### src/rtl/capture_write_controller_pkg.sv
// ============================================================================
//  Module   : adc_capture_pkg
//  Brief    : Shared state encoding and defaults for the capture write path.
//  Revision : 1.0
// ============================================================================
`timescale 1ns/1ps
`default_nettype none

package adc_capture_pkg;

    localparam int DEFAULT_NUM_CH = 6;

    typedef enum logic [3:0] {
        IDLE    = 4'b0001,
        ARMED   = 4'b0010,
        CAPTURE = 4'b0100,
        DONE    = 4'b1000
    } cap_state_t;

endpackage

`default_nettype wire

### src/rtl/capture_write_controller_if.sv
// ============================================================================
//  Module   : capture_write_controller_if
//  Brief    : Control/FIFO-side bundle of the capture write controller.
//             Optional macro CAPTURE_TIMESTAMP_EN adds trig_timestamp.
//  Revision : 1.0
// ============================================================================
`timescale 1ns/1ps
`default_nettype none

interface capture_write_controller_if #(
    parameter int NUM_CH = 6,
    parameter int CNT_W  = 16
);
    logic              arm;
    logic              abort;
    logic              trig;
    logic              sample_valid;
    logic [NUM_CH-1:0] fifo_full;
    logic [NUM_CH-1:0] fifo_empty;
    logic [NUM_CH-1:0] wr_en;
    logic              capture_done;
    logic              busy;
    logic              overflow;
    logic [CNT_W-1:0]  sample_count;
`ifdef CAPTURE_TIMESTAMP_EN
    logic [31:0]       trig_timestamp;

    modport slave (
        input  arm, abort, trig, sample_valid, fifo_full, fifo_empty,
        output wr_en, capture_done, busy, overflow, sample_count, trig_timestamp
    );
    modport master (
        output arm, abort, trig, sample_valid, fifo_full, fifo_empty,
        input  wr_en, capture_done, busy, overflow, sample_count, trig_timestamp
    );
`else
    modport slave (
        input  arm, abort, trig, sample_valid, fifo_full, fifo_empty,
        output wr_en, capture_done, busy, overflow, sample_count
    );
    modport master (
        output arm, abort, trig, sample_valid, fifo_full, fifo_empty,
        input  wr_en, capture_done, busy, overflow, sample_count
    );
`endif
endinterface

`default_nettype wire

### src/rtl/capture_write_controller_trig_sync_edge.sv
// ============================================================================
//  Module   : trig_sync_edge
//  Brief    : Two-flop synchroniser followed by a registered rising-edge pulse.
//  Revision : 1.0
// ============================================================================
`timescale 1ns/1ps
`default_nettype none

module trig_sync_edge (
    input  wire logic clk,
    input  wire logic rst,
    input  wire logic i_d,
    output logic      o_pulse
);
    logic r_s1;
    logic r_s2;
    logic r_s3;
    logic r_pulse;

    // Pulse lands three clocks after the pin rises: two sync stages plus the edge register.
    always_ff @(posedge clk or posedge rst) begin
        if (rst) begin
            r_s1    <= 1'b0;
            r_s2    <= 1'b0;
            r_s3    <= 1'b0;
            r_pulse <= 1'b0;
        end else begin
            r_s1    <= i_d;
            r_s2    <= r_s1;
            r_s3    <= r_s2;
            r_pulse <= r_s2 & ~r_s3;
        end
    end

    assign o_pulse = r_pulse;

endmodule

`default_nettype wire

### src/rtl/capture_write_controller.sv
// ============================================================================
//  Module   : capture_write_controller
//  Brief    : Arms, waits for trigger, writes DEPTH aligned samples to NUM_CH FIFOs.
//             Optional macro CAPTURE_TIMESTAMP_EN latches a cycle stamp per trigger.
//  Revision : 1.0
// ============================================================================
`timescale 1ns/1ps
`default_nettype none

module capture_write_controller
    import adc_capture_pkg::*;
#(
    parameter int NUM_CH = DEFAULT_NUM_CH,
    parameter int DEPTH  = 1024,
    parameter int CNT_W  = 16
) (
    input  wire logic                 clk,
    input  wire logic                 rst,
    capture_write_controller_if.slave bus
);
    localparam logic [CNT_W-1:0] c_LAST_IDX = CNT_W'(DEPTH - 1);

    cap_state_t       r_state;
    logic [CNT_W-1:0] r_count;
    logic             r_overflow;
    logic             w_trig_edge;
    logic             w_all_empty;
    logic             w_any_full;
    logic             w_write;

    trig_sync_edge u_trig_sync (
        .clk     (clk),
        .rst     (rst),
        .i_d     (bus.trig),
        .o_pulse (w_trig_edge)
    );

    assign w_all_empty = &bus.fifo_empty;
    assign w_any_full  = |bus.fifo_full;
    // Combinational so FIFO din can come straight from the ADC path; a full FIFO stalls all channels.
    assign w_write     = (r_state == CAPTURE) & ~bus.abort & bus.sample_valid & ~w_any_full;

    always_ff @(posedge clk or posedge rst) begin
        if (rst) begin
            r_state    <= IDLE;
            r_count    <= '0;
            r_overflow <= 1'b0;
        end else if (bus.abort) begin
            r_state <= IDLE;
            r_count <= '0;
        end else begin
            unique case (r_state)
                IDLE: begin
                    if (bus.arm && w_all_empty) begin
                        r_state    <= ARMED;
                        r_count    <= '0;
                        r_overflow <= 1'b0;
                    end
                end
                ARMED: begin
                    if (w_trig_edge) r_state <= CAPTURE;
                end
                CAPTURE: begin
                    if (bus.sample_valid) begin
                        if (w_any_full) begin
                            r_overflow <= 1'b1;
                        end else begin
                            r_count <= r_count + CNT_W'(1);
                            if (r_count == c_LAST_IDX) r_state <= DONE;
                        end
                    end
                end
                DONE: begin
                    if (w_all_empty) r_state <= IDLE;
                end
                default: r_state <= IDLE;
            endcase
        end
    end

    assign bus.wr_en        = {NUM_CH{w_write}};
    assign bus.capture_done = (r_state == DONE);
    assign bus.busy         = (r_state == ARMED) | (r_state == CAPTURE);
    assign bus.overflow     = r_overflow;
    assign bus.sample_count = r_count;

`ifdef CAPTURE_TIMESTAMP_EN
    logic [31:0] r_cycle;
    logic [31:0] r_timestamp;

    always_ff @(posedge clk or posedge rst) begin
        if (rst) begin
            r_cycle     <= '0;
            r_timestamp <= '0;
        end else begin
            r_cycle <= r_cycle + 32'd1;
            if ((r_state == ARMED) && w_trig_edge && !bus.abort) r_timestamp <= r_cycle;
        end
    end

    assign bus.trig_timestamp = r_timestamp;
`endif

endmodule

`default_nettype wire

### src/flat_wrapper.sv
// flat-port wrapper written by rule: the top's interface ports become plain ports
module capture_write_controller_flat import adc_capture_pkg::*;
#(
    parameter int NUM_CH = DEFAULT_NUM_CH,
    parameter int DEPTH  = 1024,
    parameter int CNT_W  = 16
)
  (clk, rst, bus_arm, bus_abort, bus_trig, bus_sample_valid, bus_fifo_full, bus_fifo_empty, bus_wr_en, bus_capture_done, bus_busy, bus_overflow, bus_sample_count);
  capture_write_controller_if #(.NUM_CH(NUM_CH), .CNT_W(CNT_W)) bus_i ();
  input  wire logic clk;
  input  wire logic rst;
  input wire logic [$bits(bus_i.arm)-1:0] bus_arm;
  input wire logic [$bits(bus_i.abort)-1:0] bus_abort;
  input wire logic [$bits(bus_i.trig)-1:0] bus_trig;
  input wire logic [$bits(bus_i.sample_valid)-1:0] bus_sample_valid;
  input wire logic [$bits(bus_i.fifo_full)-1:0] bus_fifo_full;
  input wire logic [$bits(bus_i.fifo_empty)-1:0] bus_fifo_empty;
  output wire logic [$bits(bus_i.wr_en)-1:0] bus_wr_en;
  output wire logic [$bits(bus_i.capture_done)-1:0] bus_capture_done;
  output wire logic [$bits(bus_i.busy)-1:0] bus_busy;
  output wire logic [$bits(bus_i.overflow)-1:0] bus_overflow;
  output wire logic [$bits(bus_i.sample_count)-1:0] bus_sample_count;
  assign bus_i.arm = bus_arm;
  assign bus_i.abort = bus_abort;
  assign bus_i.trig = bus_trig;
  assign bus_i.sample_valid = bus_sample_valid;
  assign bus_i.fifo_full = bus_fifo_full;
  assign bus_i.fifo_empty = bus_fifo_empty;
  assign bus_wr_en = bus_i.wr_en;
  assign bus_capture_done = bus_i.capture_done;
  assign bus_busy = bus_i.busy;
  assign bus_overflow = bus_i.overflow;
  assign bus_sample_count = bus_i.sample_count;
  capture_write_controller #(.NUM_CH(NUM_CH), .DEPTH(DEPTH), .CNT_W(CNT_W)) u_core (.clk(clk), .rst(rst), .bus(bus_i));
endmodule
### config.mk
export PLATFORM = sky130hd
export DESIGN_NAME = capture_write_controller_flat
export DESIGN_NICKNAME = d
export VERILOG_FILES = /design/src/rtl/capture_write_controller_pkg.sv /design/src/rtl/capture_write_controller_if.sv /design/src/rtl/capture_write_controller_trig_sync_edge.sv /design/src/rtl/capture_write_controller.sv /design/src/flat_wrapper.sv
export SDC_FILE = /design/constraint.sdc
export NUM_CORES = 1
export LEC_CHECK = 0
export CORE_MARGIN = 5
export CORE_UTILIZATION = 40
export DETAILED_ROUTE_END_ITERATION = 6
export GPL_TIMING_DRIVEN = 0
export PLACE_DENSITY_LB_ADDON = 0.08
export SLEW_MARGIN = 30
export SYNTH_ARGS = -nofsm -noshare
export SYNTH_HDL_FRONTEND = slang
export SYNTH_SLANG_ARGS = --single-unit
### constraint.sdc
create_clock -name clk -period 3.7 [get_ports clk]
set_input_delay 0.37 -clock clk [delete_from_list [all_inputs] [get_ports clk]]
set_output_delay 0.37 -clock clk [all_outputs]
set_load 0.01 [all_outputs]
==> results of run 1 <==
## sequential cells by signal, summed over array words and instances (netlist names)
name / cells
u_core.r_state: 4
u_core.u_trig_sync.r_s3: 1
u_core.u_trig_sync.o_pulse: 1
u_core.bus.overflow: 1
u_core.u_trig_sync.r_s1: 1
u_core.bus.sample_count: 16
u_core.u_trig_sync.r_s2: 1
## layout by cell type (no fill, tap or decap), types with 3 or more instances in the layout
cell / n
a31oi_1: 5
buf_4: 7
dfrtp_1: 24
nor2_1: 13
o211ai_1: 3
nand2_1: 13
clkdlybuf4s50_1: 41
inv_1: 3
nand3_1: 13
and3_1: 5
nand4_1: 8
nor3_1: 4
buf_6: 3
clkbuf_1: 3
clkbuf_8: 3
o21ai_0: 21
a21oi_1: 11
## worst max-delay path: cells and delay by family, from the launching register on
family        cells  cell delay, ns
buf+inv           4            1.10
simple gates      4            1.14
flops             1            0.43
## kinds of logic (layout without fill, tap and decap cells)
family | count (synthesis) | in the layout | share of synthesized area
fa+ha+maj | 1 | 1 | 0.008311
flops | 25 | 25 | 0.4165
xor+xnor | 2 | 2 | 0.01164
buf+inv | 17 | 62 | 0.07481
simple gates | 75 | 75 | 0.2777
compound gates | 51 | 51 | 0.2111
## worst paths after layout
path                                         endpoint  slack [ns]  cells after the start
setup reg to reg           u_core.bus.sample_count[8]        1.50                      6
min in group asynchronous     u_core.u_trig_sync.r_s1        0.45                      2
hold reg to reg               u_core.u_trig_sync.r_s2        0.36                      0
max in group asynchronous           u_core.r_state[0]        2.88                      2
hold / removal                u_core.u_trig_sync.r_s2        0.36                      0
setup / recovery                         bus_wr_en[0]        0.38                      8
## power breakdown
group	switching [uW]	internal [uW]
clock network	87.4	77.1
registers	3.77	278
logic	24.9	22.8
## metrics by stage
step                instances    util  worst slack (ns)
finish                    264  0.5519            0.3823
global route              264  0.5519            0.2020
CTS                       264  0.5519            0.3936
detailed placement        260  0.5396            0.5776
global placement          260  0.5396            0.6423
floorplan                 171       -             1.621
## cell type report
class,count,area share
timing repair buffer,41,0.2031
tap,48,0.02972
buffer,12,0.04644
clock buffer,4,0.02229
sequential,25,0.3102
inverter,5,0.009288
multi-input combinational,129,0.3789
## layer usage
| metal | vias up | global-route usage |
|---|---|---|
| met3 | 7 | 0.02945 |
| li1 | 728 | - |
| met2 | 58 | 0.2592 |
| met5 | - | 0 |
| met4 | 0 | 0.04593 |
| met1 | 751 | 0.2114 |
==> summary.md, run 1 <==
| Metric | Value |
|---|---|
| Max-Cap Viols | `0` |
| Num CTS Buffers | `3` |
| Die W | `71.35 um` |
| Synth Flop Type | `dfrtp_1` |
| Area growth syn-to-layout | `34.25%` |
| Post-layout net count | `236` |
| Drt drc | `0` |
| Top sig layer | `met4` |
| Run status | `complete, no violations` |
| Critical Path, Cell by Cell | `nor3_1 > nand2b_1 > clkbuf_1 > nor2_2 > nand2_1 > inv_1 > buf_4 > clkdlybuf4s50_1` |
| Die Area | `5090 um^2` |
| Post-synth top area share | `0.3990` |
| Gr usage total | `0.1578` |
| Worst EP required | `3.33 ns` |
| Final WL | `4050 um` |
| Startpoint Class | `flop` |
| Average size of a mapped cell | `8.802 um^2` |
| Synth warn | `0` |
| CORE AREA | `3661 um^2` |
| Diode count | `0` |
| CTS Hold Bufs | `0` |
| Post-DRT Antenna Nets | `0` |
| Slew @ Worst Pin | `0.7409 ns` |
| I/O pin cnt | `43` |
| Design area | `2021 um^2` |
| Cell Pwr Density | `244.6 nW/um^2` |
| Top cells by area, synth | `dfrtp_1 40%, o21ai_0 7.0%, nand3_1 4.3%, a21oi_1 3.7%, buf_4 3.5%` |
| Final min period | `3.318 ns` |
| Max stage delay on crit path | `0.53 ns` |
| CTS max path bufs | `2` |
| Cell accounting for the most synthesized area | `dfrtp_1` |
| Cells after Synth | `171` |
| Root buf cell | `clkbuf_8` |
| P_leak | `0.0008005 uW` |
| Yosys reg bits | `25` |
| Layout cells sized above 1 | `0.09722` |
| Met2 WL | `1883 um` |
| Worst path slowest cell | `clkdlybuf4s50_1` |
| Top-count cell post-synth | `dfrtp_1` |
| Clock H-tree levels | `1` |
| Setup CP Type | `reg2out` |
| Fin. max-slew vios | `0` |
| Setup crit start | `u_core.r_state[3]` |
| FF/Latch Area | `626.9 um^2` |
| M1 WL | `1820 um` |
| Final total negative setup slack | `0 ns` |
| Asr flop ratio synth | `1.000` |
| Worst-path clk slew | `0.09 ns` |
| Post-synth EDFFs | `0` |
| Clk_skew | `0.001228 ns` |
| GPL Wtd Cong | `0.8506` |
| Met3 routed WL | `298 um` |
| Setup violation total in the final timing report | `0` |
| Clock Sinks | `25` |
| # port buffers | `41` |
| Maximum achievable frequency | `301.4 MHz` |
| Area of the mapped netlist | `1505 um^2` |
| Hold_sp | `u_core.u_trig_sync.r_s1` |
| Crit path arrival time | `2.95 ns` |
| Max rail drop VDD | `157.2 uV` |
| Design Power | `494.3 uW` |
| Initial antenna violation count | `0` |
| Fin. Hold Viols | `0` |
| Sequential area share after synthesis | `0.4165` |
| Placed standard-cell area | `1976 um^2` |
| Footprint of the multi-input gates | `765.7 um^2` |
| Largest net degree at the start of global routing | `26` |
| Pre-Repair DR Iteration Count | `4` |
| Hpwl dp | `2970 um` |
| Hold WS | `0.3591 ns` |
| Synth top cells by count | `24 x dfrtp_1, 21 x o21ai_0, 13 x nand2_1, 13 x nand3_1, 13 x nor2_1` |
| Initial Utilization | `0.4111` |
| First-pass GRT wire length | `6610 um` |
| Filler cell count | `334` |
| Die height | `71.35 um` |
| Iter 0 DRT Violations | `115` |
| Vias in the first global route | `1439` |
| Total number of vias | `1544` |
| Clock Latency Late Sink | `0.27 ns` |
| Vias per inst | `5.848` |
| CP endpoint kind | `output port` |
| Slew HR | `0.5023` |
| Post-CTS Setup Bufs | `0` |
| RSZ-0062 raised after global routing | `false` |
| Max Fanout on Critical Path | `10` |
| Syn Nets | `190` |
| Global route overflow | `0` |
| Post-CTS sizing | `0` |
| DR WL/cell | `15.34 um` |
| Row cnt | `22` |
| Post-synth cell types | `44` |
| Worst hold path class | `reg2reg` |
| Tcrit/Tclk final | `0.8967` |
| RR Startpoint | `u_core.r_state[3]` |
| CTS tree | `done` |
(Power assumes the default switching activity.)
==> inputs of run 2 (changes only) <==
- CAP_MARGIN: not set -> 40
- clock period: 3.7 -> 4.2 ns (I/O delays scaled with it)
==> summary.md, run 2 (same netlist as run 1, synthesis figures left out) <==
| Metric | Value |
|---|---|
| Run status | `complete, no violations` |
| Placed standard-cell area | `2003 um^2 (+1.4%)` |
| DP Worst Slack | `1.000 ns (+0.4228 ns)` |
| Post-CTS sizing | `0 (unchanged)` |
| CTS Hold Bufs | `0 (unchanged)` |
| CP endpoint kind | `output port` |
| Slew HR | `0.5394 (+0.03717)` |
| Largest net degree at the start of global routing | `16 (-38%)` |
| Tcrit/Tclk final | `0.7948` |
| Worst-path clk slew | `0.09 ns (about the same)` |
| Cell Pwr Density | `214.8 nW/um^2 (-12%)` |
| RSZ-0062 raised after global routing | `false` |
| CTS tree | `done` |
| Final WS setup | `0.8620 ns (+0.4797 ns)` |
| Slew @ Worst Pin | `0.6856 ns (-0.05533 ns)` |
| Final Non-Filler Cells | `265 (+0.38%)` |
| Design area | `2049 um^2 (+1.4%)` |
| Max rail drop VDD | `129.0 uV (-18%)` |
| Fin. Hold Viols | `0 (unchanged)` |
| Total number of vias | `1500 (-2.8%)` |
| Setup CP Type | `reg2out` |
| Max Fanout on Critical Path | `10 (unchanged)` |
| Most frequent cells in the layout | `41 x clkdlybuf4s50_1, 24 x dfrtp_1, 21 x o21ai_0` |
| CORE AREA | `3661 um^2 (unchanged)` |
| Clock H-tree levels | `1 (unchanged)` |
| Final min period | `3.338 ns` |
| Pre-Repair DR Iteration Count | `4 (unchanged)` |
| Diode count | `0 (unchanged)` |
| Crit path arrival time | `2.92 ns (-0.03 ns)` |
| Design Power | `440.3 uW (-11%)` |
| Clock Sinks | `25 (unchanged)` |
| R2r worst-path depth | `6 (unchanged)` |
| First-pass GRT wire length | `6748 um (+2.1%)` |
| Iter 0 DRT Violations | `138 (+20%)` |
| Area growth syn-to-layout | `36.16%` |
| Final WL | `4034 um (-0.40%)` |
| Row cnt | `22 (unchanged)` |
| Gr usage total | `0.1623 (+0.004486)` |
| I/O pin cnt | `43 (unchanged)` |
| Hpwl dp | `3005 um (+1.2%)` |
| Cells after DPL | `261 (+0.38%)` |
| Initial antenna violation count | `0 (unchanged)` |
| Max reg flops | `16 (unchanged)` |
| Vias in the first global route | `1475 (+2.5%)` |
| Post-CTS Setup Bufs | `0 (unchanged)` |
| Die Area | `5090 um^2 (unchanged)` |
| Post-DRT Antenna Nets | `0 (unchanged)` |
| Vias per inst | `5.660 (-3.2%)` |
| Clock Latency Late Sink | `0.28 ns (about the same)` |
| Hold depth | `0 (unchanged)` |
| Drt drc | `0 (unchanged)` |
| Root buf cell | `clkbuf_8` |
| CTS max path bufs | `2 (unchanged)` |
| DR WL/cell | `15.22 um (-0.77%)` |
| Global route overflow | `0 (unchanged)` |
| Filler cell count | `328 (-1.8%)` |
| Startpoint Class | `flop` |
| Flop2flop setup slack | `2.04 ns (+0.54 ns)` |
| GPL Wtd Cong | `0.8506 (unchanged)` |
| Die W | `71.35 um (unchanged)` |
| Max-Cap Viols | `0 (unchanged)` |
| Initial Utilization | `0.4111 (unchanged)` |
| # port buffers | `41 (unchanged)` |
| P_leak | `0.0008170 uW (+2.1%)` |
| Worst EP required | `3.78 ns (+0.45 ns)` |
| Worst hold path class | `reg2reg` |
| Clk_skew | `0.004475 ns (+0.003246 ns)` |
| Num CTS Buffers | `3 (unchanged)` |
| Maximum achievable frequency | `299.6 MHz` |
| Final total negative setup slack | `0 ns (unchanged)` |
| Post-layout net count | `237 (+0.42%)` |
| Layout cells sized above 1 | `0.1014 (+0.004160)` |
| Fin. max-slew vios | `0 (unchanged)` |
| Die height | `71.35 um (unchanged)` |
| Most common cell after layout, fill and taps aside | `clkdlybuf4s50_1` |
| Setup violation total in the final timing report | `0 (unchanged)` |
==> run 2: cell type report <==
| class | instances | area (um^2) | share of cell area |
|---|---|---|---|
| clock buffers | 3 | 41.29 | 0.02015 |
| plain buffers | 12 | 93.84 | 0.04579 |
| flip-flops and latches | 25 | 626.9 | 0.3059 |
| inverters | 5 | 18.77 | 0.009157 |
| repair buffers | 42 | 437.9 | 0.2137 |
| clock inverters | 1 | 5.005 | 0.002442 |
| well taps | 48 | 60.06 | 0.02930 |
| multi-input cells | 129 | 765.7 | 0.3736 |
==> run 2: routing by layer <==
layer	vias to the layer above	wire length, um	part of all wire	track usage
li1	727	-	-	-
met1	717	1837	0.46	0.2135
met2	51	1874	0.46	0.2622
met3	5	264	0.065	0.02665
met4	0	57	0.014	0.07098
met5	-	0	0	0
==> run 2: final timing paths <==
check,startpoint,to
max,u_core.r_state[3],bus_wr_en[0]
min,u_core.u_trig_sync.r_s1,u_core.u_trig_sync.r_s2
max reg2reg,u_core.r_state[3],u_core.bus.sample_count[8]
min reg2reg,u_core.u_trig_sync.r_s1,u_core.u_trig_sync.r_s2
max in group asynchronous,rst,u_core.r_state[0]
min in group asynchronous,rst,u_core.u_trig_sync.r_s1
==> run 2: stage by stage <==
stage | util | hold slack [ns]
floorplan | - | 0.3312
global placement | 0.5396 | 0.3350
detailed placement | 0.5472 | 0.3412
CTS | 0.5598 | 0.3629
global route | 0.5598 | 0.3829
finish | 0.5598 | 0.3599
==> run 2: where the power goes <==
| group | total (uW) | internal, uW | switching [uW] |
|---|---|---|---|
| logic | 44.8 | 22.7 | 22.2 |
| registers | 248 | 245 | 3.31 |
| clock network | 147 | 66.6 | 80.4 |
==> run 2: critical path, cell delays in order (launching register included) <==
cell,delay (ns)
dfrtp_1,0.43
nor3_1,0.41
nand2b_1,0.10
clkbuf_1,0.27
nor2_2,0.44
nand2_1,0.16
inv_1,0.17
buf_4,0.13
clkdlybuf4s50_1,0.53
==> inputs of run 3 (changes only) <==
- clock period: 4.2 -> 3.5 ns (I/O delays scaled with it)
==> summary.md, run 3 (same netlist as run 1, synthesis figures left out) <==
| Metric | Value |
|---|---|
| Iter 0 DRT Violations | `131 (-5.1%)` |
| P_leak | `0.0008172 uW (about the same)` |
| Diode count | `0 (unchanged)` |
| FF/Latch Area | `626.9 um^2 (unchanged)` |
| Run status | `complete, no violations` |
| Total number of vias | `1517 (+1.1%)` |
| Final min period | `3.152 ns` |
| Startpoint Class | `flop` |
| Slew HR | `0.5264 (-0.01300)` |
| Global route overflow | `0 (unchanged)` |
| Hpwl dp | `3005 um (unchanged)` |
| CP top delay family | `buffers and inverters` |
| GPL Wtd Cong | `0.8506 (unchanged)` |
| RSZ-0062 raised after global routing | `false` |
| I/O pin cnt | `43 (unchanged)` |
| Final total negative setup slack | `0 ns (unchanged)` |
| Vias in the first global route | `1475 (unchanged)` |
| Filler cell count | `328 (unchanged)` |
| CORE AREA | `3661 um^2 (unchanged)` |
| Worst EP required | `3.15 ns (-0.63 ns)` |
| Die Area | `5090 um^2 (unchanged)` |
| Pre-Repair DR Iteration Count | `4 (unchanged)` |
| Post-CTS Setup Bufs | `0 (unchanged)` |
| Footprint of the multi-input gates | `770.7 um^2 (+0.65%)` |
| Max rail drop VDD | `145.2 uV (+13%)` |
| Final Non-Filler Cells | `265 (unchanged)` |
| Layout cells sized above 1 | `0.1014 (unchanged)` |
| Net Switching | `127.1 uW (+20%)` |
| Tcrit/Tclk final | `0.9005` |
| Cells after DPL | `261 (unchanged)` |
| Post-layout net count | `237 (unchanged)` |
| Worst path slowest cell | `clkdlybuf4s50_1` |
| Max stage delay on crit path | `0.53 ns (about the same)` |
| Initial Utilization | `0.4111 (unchanged)` |
| Design Power | `528.4 uW (+20%)` |
| Critical Path, Cell by Cell | `nor3_1 > nand2b_1 > clkbuf_1 > nor2_4 > nand2_1 > inv_1 > buf_4 > clkdlybuf4s50_1` |
| Clock power share | `0.334 (about the same)` |
| Worst hold path class | `reg2reg` |
| Fin. max-slew vios | `0 (unchanged)` |
| Max reg flops | `16 (unchanged)` |
| Crit path arrival time | `2.80 ns (-0.12 ns)` |
| Largest net degree at the start of global routing | `16 (unchanged)` |
| CTS max path bufs | `2 (unchanged)` |
| Cell Pwr Density | `257.2 nW/um^2 (+20%)` |
| Row cnt | `22 (unchanged)` |
| First-pass GRT wire length | `6748 um (unchanged)` |
| Max Fanout on Critical Path | `10 (unchanged)` |
| Area growth syn-to-layout | `36.49%` |
| # port buffers | `41 (unchanged)` |
| Worst-path clk slew | `0.09 ns (about the same)` |
| Final WL | `4021 um (-0.32%)` |
| Sequential group share of total power | `0.564 (about the same)` |
| Gr usage total | `0.1623 (unchanged)` |
| Slew @ Worst Pin | `0.7049 ns (+0.01935 ns)` |
| Sw Share | `0.2406 (about the same)` |
| Clk_skew | `0.003656 ns (-0.0008185 ns)` |
| Max-Cap Viols | `0 (unchanged)` |
| Most frequent cells in the layout | `41 x clkdlybuf4s50_1, 24 x dfrtp_1, 21 x o21ai_0` |
| Setup CP Type | `reg2out` |
| DR WL/cell | `15.17 um (-0.32%)` |
| Clock Sinks | `25 (unchanged)` |
| Drt drc | `0 (unchanged)` |
| Most common cell after layout, fill and taps aside | `clkdlybuf4s50_1` |
| Int Power | `401.2 uW (+20%)` |
| Post-DRT Antenna Nets | `0 (unchanged)` |
| Vias per inst | `5.725 (+1.1%)` |
| Die height | `71.35 um (unchanged)` |
| Flop2flop setup slack | `1.43 ns (-0.61 ns)` |
| CTS tree | `done` |
| Comb pwr share | `0.102 (about the same)` |
| Root buf cell | `clkbuf_8` |
| Clock Latency Late Sink | `0.27 ns (about the same)` |
| Maximum achievable frequency | `317.3 MHz` |
| Clock H-tree levels | `1 (unchanged)` |
| Num CTS Buffers | `3 (unchanged)` |
| CP endpoint kind | `output port` |
| Initial antenna violation count | `0 (unchanged)` |
| Setup violation total in the final timing report | `0 (unchanged)` |
| Crit path buf inv count | `4 (unchanged)` |
| Fin. Hold Viols | `0 (unchanged)` |
| Die W | `71.35 um (unchanged)` |
-- run 3: cell types whose count changed in the layout (fill, tap and decap cells not counted) --
cell and change:
nor2_2 -1, nor2_4 +1
-- run 3: power by group through the flow --
| stage | Clock, uW | Sequential [uW] | Combinational (uW) |
|---|---|---|---|
| final | 176 | 298 | 53.9 |
| after global routing | 190 | 299 | 59.5 |
| after CTS | 183 | 298 | 54.4 |
| after detailed placement | 0 | 304 | 54.2 |
| after global placement | 0 | 304 | 49.2 |
| after floorplan | 0 | 303 | 23.3 |
-- run 3: routing by layer --
layer,vias to the layer above,share of wire,track usage
li1,730,-,-
met1,732,0.46,0.2135
met2,50,0.47,0.2622
met3,5,0.059,0.02665
met4,0,0.014,0.07098
met5,-,0,0
-- run 3: cell type report --
type	count	area share
Buffer	12	0.04568
Sequential cell	25	0.3051
Clock inverter	1	0.002436
Clock buffer	3	0.02010
Inverter	5	0.009135
Tap cell	48	0.02923
Timing Repair Buffer	42	0.2132
Multi-Input combinational cell	129	0.3752
-- run 3: path summary, 6_finish.rpt --
check / startpoint / to / cells past startpoint
setup / recovery: u_core.r_state[3] / bus_wr_en[0] / 8
hold / removal: u_core.u_trig_sync.r_s1 / u_core.u_trig_sync.r_s2 / 0
setup reg to reg: u_core.r_state[0] / u_core.bus.sample_count[13] / 5
hold reg to reg: u_core.u_trig_sync.r_s1 / u_core.u_trig_sync.r_s2 / 0
max in group asynchronous: rst / u_core.r_state[0] / 3
min in group asynchronous: rst / u_core.u_trig_sync.r_s1 / 2
-- run 3: timing repair --
item	CTS	global route
hold buffers	0	0
hold endpoints to repair	0	0
endpoints found under the setup margin	0	4
gates resized for setup	0	1
-- run 3: stage by stage --
stage	hold WS [ns]	util	instance area, um^2	worst slack [ns]
2_1_floorplan	0.3312	-	1505	1.461
5_1_grt	0.3829	0.5612	2054	0.1098
6_report	0.3597	0.5612	2054	0.3484
3_5_place_dp	0.3412	0.5472	2003	0.4404
3_3_place_gp	0.3350	0.5396	1976	0.4823
4_1_cts	0.3629	0.5598	2049	0.2085
